$ cat config.mk
export PLATFORM = sky130hd
export DESIGN_NAME = vga_sync_gen
export DESIGN_NICKNAME = d
export VERILOG_FILES = /design/src/rtl/vga_sync_gen.sv
export SDC_FILE = /design/constraint.sdc
export NUM_CORES = 1
export LEC_CHECK = 0
export BUFFER_PORTS_ARGS = -buffer_cell sky130_fd_sc_hd__buf_2
export CAP_MARGIN = 20
export CORE_MARGIN = 2
export CORE_UTILIZATION = 55
export CTS_CLUSTER_SIZE = 40
export DETAILED_ROUTE_END_ITERATION = 7
export PLACE_DENSITY_LB_ADDON = 0.25
export REMOVE_ABC_BUFFERS = 1
export SYNTH_ARGS = -nofsm -noshare
export SYNTH_HDL_FRONTEND = slang
export SYNTH_SLANG_ARGS = --single-unit
$ cat constraint.sdc
create_clock -name clk -period 5.2 [get_ports clk]
set_input_delay 0.78 -clock clk [delete_from_list [all_inputs] [get_ports clk]]
set_output_delay 0.78 -clock clk [all_outputs]
set_load 0.005 [all_outputs]
$ cat src/rtl/vga_sync_gen.sv
// vga_sync_gen: VGA raster timing generator.
//
// A clock divider produces a one-clk pix_en strobe every CLK_DIV clocks. On
// each strobe the pixel/line counters advance, and rgb, hsync, vsync and
// video_on are registered from the pre-advance counter position. The
// registered outputs therefore trail VGAx/VGAy by exactly one pixel period.
// A frame counter raises frame_tick once every FRAMES_PER_GEN frames, on the
// last pixel of the frame, so the board update happens during blanking.
//
// Ports:
//   clk        system clock, rising edge active
//   clr        asynchronous active-low reset
//   rgb_in     [2:0] colour for the current (VGAx, VGAy)
//   VGAx       [9:0] horizontal pixel counter, 0..H_TOTAL-1
//   VGAy       [9:0] line counter, 0..V_TOTAL-1
//   hsync      horizontal sync, active-low (registered)
//   vsync      vertical sync, active-low (registered)
//   rgb        [2:0] colour to the monitor, blanked to 0 outside the visible area
//   video_on   high while the pixel on rgb is visible (registered)
//   pix_en     one-clk strobe per pixel period
//   frame_tick one-clk strobe requesting a board generation update
module vga_sync_gen #(
  parameter int H_VISIBLE      = 640,
  parameter int H_FP           = 16,
  parameter int H_SYNC         = 96,
  parameter int H_BP           = 48,
  parameter int V_VISIBLE      = 480,
  parameter int V_FP           = 10,
  parameter int V_SYNC         = 2,
  parameter int V_BP           = 33,
  parameter int CLK_DIV        = 2,
  parameter int FRAMES_PER_GEN = 30
) (
  input  logic       clk,
  input  logic       clr,
  input  logic [2:0] rgb_in,
  output logic [9:0] VGAx,
  output logic [9:0] VGAy,
  output logic       hsync,
  output logic       vsync,
  output logic [2:0] rgb,
  output logic       video_on,
  output logic       pix_en,
  output logic       frame_tick
);

  localparam int H_TOTAL = H_VISIBLE + H_FP + H_SYNC + H_BP;
  localparam int V_TOTAL = V_VISIBLE + V_FP + V_SYNC + V_BP;

  localparam logic [9:0] H_LAST       = 10'(H_TOTAL - 1);
  localparam logic [9:0] V_LAST       = 10'(V_TOTAL - 1);
  localparam logic [9:0] H_VIS        = 10'(H_VISIBLE);
  localparam logic [9:0] V_VIS        = 10'(V_VISIBLE);
  localparam logic [9:0] H_SYNC_START = 10'(H_VISIBLE + H_FP);
  localparam logic [9:0] H_SYNC_END   = 10'(H_VISIBLE + H_FP + H_SYNC);
  localparam logic [9:0] V_SYNC_START = 10'(V_VISIBLE + V_FP);
  localparam logic [9:0] V_SYNC_END   = 10'(V_VISIBLE + V_FP + V_SYNC);

  localparam int                DIV_W    = (CLK_DIV > 1) ? $clog2(CLK_DIV) : 1;
  localparam logic [DIV_W-1:0]  DIV_LAST = DIV_W'(CLK_DIV - 1);
  localparam int                FRM_W    = (FRAMES_PER_GEN > 1) ? $clog2(FRAMES_PER_GEN) : 1;
  localparam logic [FRM_W-1:0]  FRM_LAST = FRM_W'(FRAMES_PER_GEN - 1);

  // Half-open window test lo <= v < hi.
  function automatic logic in_window(input logic [9:0] v, input logic [9:0] lo,
                                     input logic [9:0] hi);
    return (v >= lo) && (v < hi);
  endfunction

  logic             run_p0;
  logic [DIV_W-1:0] div_p0;
  logic [9:0]       x_p0;
  logic [9:0]       y_p0;
  logic [FRM_W-1:0] frame_p0;
  logic             line_end;
  logic             frame_end;
  logic             visible;

  logic [2:0]       rgb_p1;
  logic             hsync_p1;
  logic             vsync_p1;
  logic             video_on_p1;

  // run_p0 holds the divider idle for the first clock after reset release, so
  // the first strobe lands CLK_DIV clocks later and pix_en stays low in reset
  // even when CLK_DIV is 1.
  assign pix_en    = run_p0 && (div_p0 == DIV_LAST);
  assign line_end  = (x_p0 == H_LAST);
  assign frame_end = line_end && (y_p0 == V_LAST);
  assign visible   = (x_p0 < H_VIS) && (y_p0 < V_VIS);
  // Asserted on the strobe clock that wraps the frame counter.
  assign frame_tick = pix_en && frame_end && (frame_p0 == FRM_LAST);

  // ---- stage p0: pixel divider, raster and frame counters ----
  always_ff @(posedge clk or negedge clr) begin
    if (!clr) begin
      run_p0   <= 1'b0;
      div_p0   <= '0;
      x_p0     <= '0;
      y_p0     <= '0;
      frame_p0 <= '0;
    end else begin
      run_p0 <= 1'b1;
      if (run_p0) begin
        div_p0 <= (div_p0 == DIV_LAST) ? '0 : div_p0 + 1'b1;
      end
      if (pix_en) begin
        if (line_end) begin
          x_p0 <= '0;
          y_p0 <= (y_p0 == V_LAST) ? '0 : y_p0 + 1'b1;
        end else begin
          x_p0 <= x_p0 + 1'b1;
        end
        if (frame_end) begin
          frame_p0 <= (frame_p0 == FRM_LAST) ? '0 : frame_p0 + 1'b1;
        end
      end
    end
  end

  // ---- stage p1: monitor outputs, one pixel behind the counters ----
  always_ff @(posedge clk or negedge clr) begin
    if (!clr) begin
      rgb_p1      <= 3'b000;
      hsync_p1    <= 1'b1;
      vsync_p1    <= 1'b1;
      video_on_p1 <= 1'b0;
    end else if (pix_en) begin
      rgb_p1      <= visible ? rgb_in : 3'b000;
      hsync_p1    <= !in_window(x_p0, H_SYNC_START, H_SYNC_END);
      vsync_p1    <= !in_window(y_p0, V_SYNC_START, V_SYNC_END);
      video_on_p1 <= visible;
    end
  end

  assign VGAx     = x_p0;
  assign VGAy     = y_p0;
  assign rgb      = rgb_p1;
  assign hsync    = hsync_p1;
  assign vsync    = vsync_p1;
  assign video_on = video_on_p1;

endmodule

Yosys cells after proc, flatten, opt, wreduce, memory -nomap -nowiden

Index checks and enable logic that the tools add are counted.

Equality and inequality tests: 3
Muxes and demuxes: 5
Reductions and logical operators: 11
Magnitude comparators: 6
$add $sub $neg: 4

Operator list:

| cell                    | count |
|---|---|
| $add A10 B1 Y10 const B | 2 |
| $eq A10 B10 Y1 const B  | 2 |
| $lt A10 B10 Y1 const B  | 2 |
| $lt A10 B9 Y1 const B   | 2 |
| $mux W10                | 2 |
| $ge A10 B10 Y1 const B  | 1 |
| $ge A10 B9 Y1 const B   | 1 |
| $logic_and A1 B1 Y1     | 7 |
| $add A5 B1 Y5 const B   | 1 |
| $eq A5 B5 Y1 const B    | 1 |
| $mux W5                 | 1 |
| $reduce_and A2 Y1       | 2 |
| $mux W3                 | 1 |
| $logic_not A1 Y1        | 2 |
| $add A1 B1 Y1 const B   | 1 |
| $mux W1                 | 1 |

Register bits after elaboration: 33
Output and inout port bits: 28

Depth between registers and ports, before layout

Gate-level depths: netlist (run 1).

Depth after elaboration: 4
Gate-level depth with buffers: 7
Mapped depth without buffers: 6

Least setup slack after synthesis (run 1)

OpenSTA, ideal clock, no wires.

Path type: register -> output
From: register x_p0[0] (netlist: VGAx[0])
To: output port frame_tick
Cell stages (with the launch flop): 6
Data arrival time: 1.392 ns
Path slack: 3.028 ns
Data required time: 4.420 ns
Path buffers: 0
Cell sequence: dfrtp_1 > ha_1 > nand3_1 > nor4b_1 > nand2b_1 > nor2_1

Longest elaborated chain between the ends: 4

RTL lines:

| what                             | RTL line | source |
|---|---|---|
| start, declared                  | 72       | `logic [9:0] x_p0;` |
| start signal, assigned           | 112      | `x_p0 <= x_p0 + 1'b1;` |
| $eq A10 B10 Y1                   | 88       | `assign line_end = (x_p0 == H_LAST);` |
| $logic_and A1 B1 Y1              | 89       | `assign frame_end = line_end && (y_p0 == V_LAST);` |
| $logic_and A1 B1 Y1 (2 in a row) | 92       | `assign frame_tick = pix_en && frame_end && (frame_p0 == FRM_LAST);` |
| end, declared                    | 44       | `output logic frame_tick` |

No other way between the ends.

Worst setup path in the final report (run 1)

From: register y_p0[0] (netlist: VGAy[0])
To: output port frame_tick

Longest elaborated chain between the ends: 4

RTL lines:

| what                             | RTL line | source |
|---|---|---|
| start, declared                  | 73       | `logic [9:0] y_p0;` |
| start signal, assigned           | 110      | `y_p0 <= (y_p0 == V_LAST) ? '0 : y_p0 + 1'b1;` |
| $eq A10 B10 Y1                   | 89       |  |
| $logic_and A1 B1 Y1              | 89       |  |
| $logic_and A1 B1 Y1 (2 in a row) | 92       |  |

No other way between the ends.

==> results of run 1 <==
==> worst paths after layout <==
check	slack [ns]	endpoint	from	cells after the start
max in group asynchronous	4.27	frame_p0[3]	clr	1
setup reg to reg	2.95	frame_p0[2]	VGAx[0]	5
hold reg to reg	0.49	video_on	video_on	1
setup / recovery	2.20	frame_tick	VGAy[0]	7
min in group clk	0.49	video_on	video_on	1
hold / removal	0.48	rgb[0]	clr	1
==> layout make-up <==
| class | instances | area (µm²) | share of cell area, % |
|---|---|---|---|
| Tap cell | 31 | 38.79 | 2.057 |
| Clock inverter | 2 | 10.01 | 0.5309 |
| Sequential cell | 33 | 828.3 | 43.93 |
| Inverter | 13 | 48.80 | 2.588 |
| Timing Repair Buffer | 33 | 167.7 | 8.892 |
| Multi-Input combinational cell | 112 | 750.7 | 39.81 |
| Clock buffer | 6 | 41.29 | 2.190 |
==> where the power goes <==
group,switching [W],total (W),internal [W]
sequential,0.0000430,0.000350,0.000307
clock,0.0000873,0.000139,0.0000515
combinational,0.0000682,0.000136,0.0000678
total,0.000198,0.000625,0.000426
==> sequential cells by signal (all words and copies together) (netlist names), 3 cells and up <==
signal / cells
VGAx: 10
VGAy: 10
frame_p0: 5
rgb: 3
==> cells in the mapped netlist, types with 3 or more instances <==
cell type	instances	share of area, %
dfrtp_1	31	47
inv_1	13	2.9
o21ai_0	11	3.3
nand2_1	10	2.3
nand3_1	9	2.7
nor2_1	9	2.0
nand4_1	7	2.6
o31ai_1	7	3.2
xnor2_1	7	3.7
ha_1	6	4.5
xor2_1	5	2.6
a21o_1	4	1.8
clkbuf_1	4	0.91
nor3_1	4	1.2
nor4_1	4	1.5
a22o_1	3	1.6
==> worst max-delay path, stage by stage, from the launching register on <==
cell and delay [ns]:
dfrtp_1 0.46, inv_1 0.09, ha_1 0.13, nor4b_1 0.22, nand4_1 0.43, nand2b_1 0.35, nor2_1 0.10, buf_2 0.11
==> routing by layer <==
metal	part of all wire, %	track usage (%)
met5	0	0
met4	3.0	11.69
met1	47	29.51
met3	5.6	7.033
met2	45	33.97
==> metrics by stage <==
step | area, µm² | util (%) | power (W) | setup slack (ns)
floorplan | 1628 | - | 0.0004200 | 2.268
global placement | 1834 | 65.39 | 0.0004817 | 2.700
detailed placement | 1834 | 65.39 | 0.0004923 | 2.603
CTS | 1886 | 67.22 | 0.0006309 | 2.215
global route | 1886 | 67.22 | 0.0006609 | 1.951
finish | 1886 | 67.22 | 0.0006246 | 2.199
==> kinds of logic after synthesis <==
| logic type | after synthesis | share of synthesized area (%) |
|---|---|---|
| AOI/OAI and AO/OA | 33 | 13.37 |
| xor gates and xnor gates | 12 | 6.344 |
| adders and majority gates | 6 | 4.532 |
| buffers and inverters | 18 | 4.683 |
| DFF | 33 | 50.00 |
| other | 1 | 0.2264 |
| and+or+nand+nor | 60 | 20.85 |
==> impl_metrics.ini, run 1 <==
[drt]
drtAntennaViolNets = 0
wl_per_cell_um = 15.13
viasPerCell = 6.004
drc = 3
drtIter0Drc = 50
vias = 1381
firstDrtPassIters = 6
routed_wl_um = 3480

[timing]
period_share_pct = 57.72
max_freq_ghz = 0.3332
hold_violations = 0
slew-limit-headroom_pct = 53.37
rsz0062_at_grt = no
setup_viol = 0
worst_slew_pin_slew_ns = 0.6994
finClkSkew_ns = 0.004696
period_needed_ns = 3.001
slew_violations = 0
fin_tns_setup_ns = 0
holdWs_ns = 0.4764

[final_layout]
diodes = 0
drive_gt1_share_pct = 25.13
finalNetCount = 209
syn2layout_area_growth_pct = 13.82
fin_cells = 230
mostFrequentLayoutCells = buf_2, dfrtp_1, inv_1
final_common_cell = buf_2
fillers = 225

[placement]
port_buffers = 32
hpwl_um = 2485
dp_cells = 222
place_congestion = 0.8086

[run_status]
status = finished, violations left
violations = DRC

[logic_synthesis]
netlist-cell-type-count = 39
synth_seq_area_share_pct = 50.00
avgSynthCellArea_um2 = 10.16
synthCells = 163
async_flop_share_pct = 100.0
ys_warn_count = 0
syn-cell-area_mm2 = 0.001657
synth_enable_flop_cells = 0
ys_seq_elements = 33
ys.flop_type = dfrtp_1

[clocking]
clock_sinks = 33
clock-root-buffer = clkbuf_4
hold_buffers = 0
clk_latency_ns = 0.34
cts_tree = done
clk_pin_slew_worst_paths_ns = 0.10
post-cts-setup-buffers = 0
htreeDepth = 2
cts_resized = 0
clockBufferDepth = 2
cts_buffers = 5

[critical_path]
cp-end-kind = output pin
path_class = register to output pin
critPathLaunchType = register
critPathMaxFanout = 12
cp.required_ns = 4.42
cp.arrival_ns = 2.22

[worst_hold_path]
hold_class = input port to async pin

[pwr]
vdd_drop_max_uv = 203.7
p_per_area_mw_per_mm2 = 331.3
p_leak_nw = 0.9123

[global_route]
gr-total-overflow = 0
grt_max_degree = 34
antenna_found_initial = 0
track_usage_pct = 22.66
grt_pass1_vias = 1288
grt_pass1_wl_um = 5789

[floorplanning]
core_mm2 = 0.002805
row_count = 19
initial_core_util_pct = 59.05
die_area_mm2 = 0.003467
die_width_um = 58.88
die_y_um = 58.88
io_pins = 33

[run]
drv_cap = 0
Power figures use the tool's default switching activity.
==> run 2, diff against run 1 <==
--- a/config.mk
+++ b/config.mk
@@ -8,7 +8,7 @@
 export BUFFER_PORTS_ARGS = -buffer_cell sky130_fd_sc_hd__buf_2
 export CAP_MARGIN = 20
 export CORE_MARGIN = 2
-export CORE_UTILIZATION = 55
+export CORE_UTILIZATION = 54
 export CTS_CLUSTER_SIZE = 40
 export DETAILED_ROUTE_END_ITERATION = 7
 export PLACE_DENSITY_LB_ADDON = 0.25
==> constraint.sdc (replaced) <==
create_clock -name clk -period 3.1 [get_ports clk]
set_input_delay 0.465 -clock clk [delete_from_list [all_inputs] [get_ports clk]]
set_output_delay 0.465 -clock clk [all_outputs]
set_load 0.005 [all_outputs]
==> impl_metrics.ini, run 2 (synthesis gave the netlist of run 1 again) <==
[timing]
holdWs_ns = 0.1570
worst_slew_pin_slew_ns = 0.6935
hold_violations = 0
fin_tns_setup_ns = 0
max_freq_ghz = 0.3884
period_share_pct = 83.06
finClkSkew_ns = 0.01312
slew-limit-headroom_pct = 53.77
setup_viol = 0
slew_violations = 0
rsz0062_at_grt = no
period_needed_ns = 2.575

[clocking]
cts_buffers = 5
cts_tree = done
cts_resized = 0
clk_pin_slew_worst_paths_ns = 0.10
clock_sinks = 33
htreeDepth = 2
hold_buffers = 0
clockBufferDepth = 2
clk_latency_ns = 0.35
post-cts-setup-buffers = 0
clock-root-buffer = clkbuf_4

[final_layout]
mostFrequentLayoutCells = buf_2, dfrtp_1, inv_1
drive_gt1_share_pct = 25.50
syn2layout_area_growth_pct = 16.47
finalNetCount = 210
fin_util_pct = 64.79
fin_cells = 233
final_common_cell = buf_2
diodes = 0

[drt]
drtIter0Drc = 60
firstDrtPassIters = 4
drc = 0
drtAntennaViolNets = 0
wl_per_cell_um = 15.05
viasPerCell = 5.833
routed_wl_um = 3506
vias = 1359

[floorplanning]
initial_core_util_pct = 55.63
row_count = 20
die_width_um = 59.39
core_mm2 = 0.002978
die_area_mm2 = 0.003527
die_y_um = 59.39
io_pins = 33

[critical_path]
path_class = register to output pin
cp.required_ns = 2.63
cp_slowest_cell = dfrtp_1
crit_family = simple AND/OR/NAND/NOR gates
critPathLaunchType = register
critPathMaxFanout = 7
cp.arrival_ns = 2.11
cp-end-kind = output pin
path_buf_inv = 1
critical_path.cell_chain = ha_1, nand3_1, nor4b_1, nand2b_1, nor2_1, buf_2
critical_path.max_stage_delay_ns = 0.48

[placement]
dp_cells = 225
port_buffers = 32
hpwl_um = 2533
place_congestion = 0.7927

[global_route]
grt_pass1_wl_um = 6106
gr-total-overflow = 0
antenna_found_initial = 0
grt_pass1_vias = 1277
track_usage_pct = 23.51
grt_max_degree = 34

[run]
drv_cap = 0

[pwr]
p_leak_nw = 0.9300
vdd_drop_max_uv = 455.2
p_per_area_mw_per_mm2 = 601.1

[run_status]
status = finished, final reports clean

[worst_hold_path]
hold_class = input port to async pin
run 2: cell types whose count changed in the layout (fill, tap and decap cells not counted), sizes merged:
cell	change
buf	+1
clkinv	-2
clkbuf	+1
bufinv	+1
run 2: area by class of cell:
| class | count | area [µm²] |
|---|---|---|
| flip-flops and latches | 33 | 828.3 |
| multi-input cells | 112 | 750.7 |
| fillers | 266 | 1049 |
| inverters | 13 | 48.80 |
| clock inverters | 1 | 30.03 |
| well taps | 33 | 41.29 |
| repair buffers | 34 | 175.2 |
| clock buffers | 7 | 55.05 |
run 2: through the flow:
step                cell area (µm²)  power (W)  setup WS, ns
global route                   1929   0.001230        0.2906
CTS                            1929   0.001170        0.5161
detailed placement             1844  0.0008316        0.9045
floorplan                      1628  0.0007046        0.4829
finish                         1929   0.001160        0.5251
global placement               1844  0.0008131         1.040
run 2: worst paths after layout:
| kind | start | depth (start not counted) | slack (ns) | to |
|---|---|---|---|---|
| min | clr | 1 | 0.16 | VGAx[4] |
| max reg2reg | VGAx[0] | 5 | 0.87 | VGAy[3] |
| max | VGAx[0] | 6 | 0.53 | frame_tick |
| min in group clk | rgb_in[1] | 2 | 0.33 | rgb[1] |
| min reg2reg | hsync | 2 | 0.48 | hsync |
| max in group asynchronous | clr | 1 | 2.50 | frame_p0[0] |
run 2: routing by layer:
metal / wire [µm] / track usage (%)
met1: 1636 / 32.15
met2: 1667 / 36.11
met3: 131 / 4.585
met4: 70 / 10.71
met5: 0 / 0
run 2: worst reg2reg max path, stage by stage, from the launching register on:
cell and delay, ns:
dfrtp_1 0.48, ha_1 0.23, nand3_1 0.19, or4b_4 0.67, or3_2 0.48, o21ai_0 0.10
run 2: power breakdown:
part | switching, W | internal (W)
clock network | 0.000145 | 0.000192
registers | 0.0000775 | 0.000515
logic | 0.000116 | 0.000114
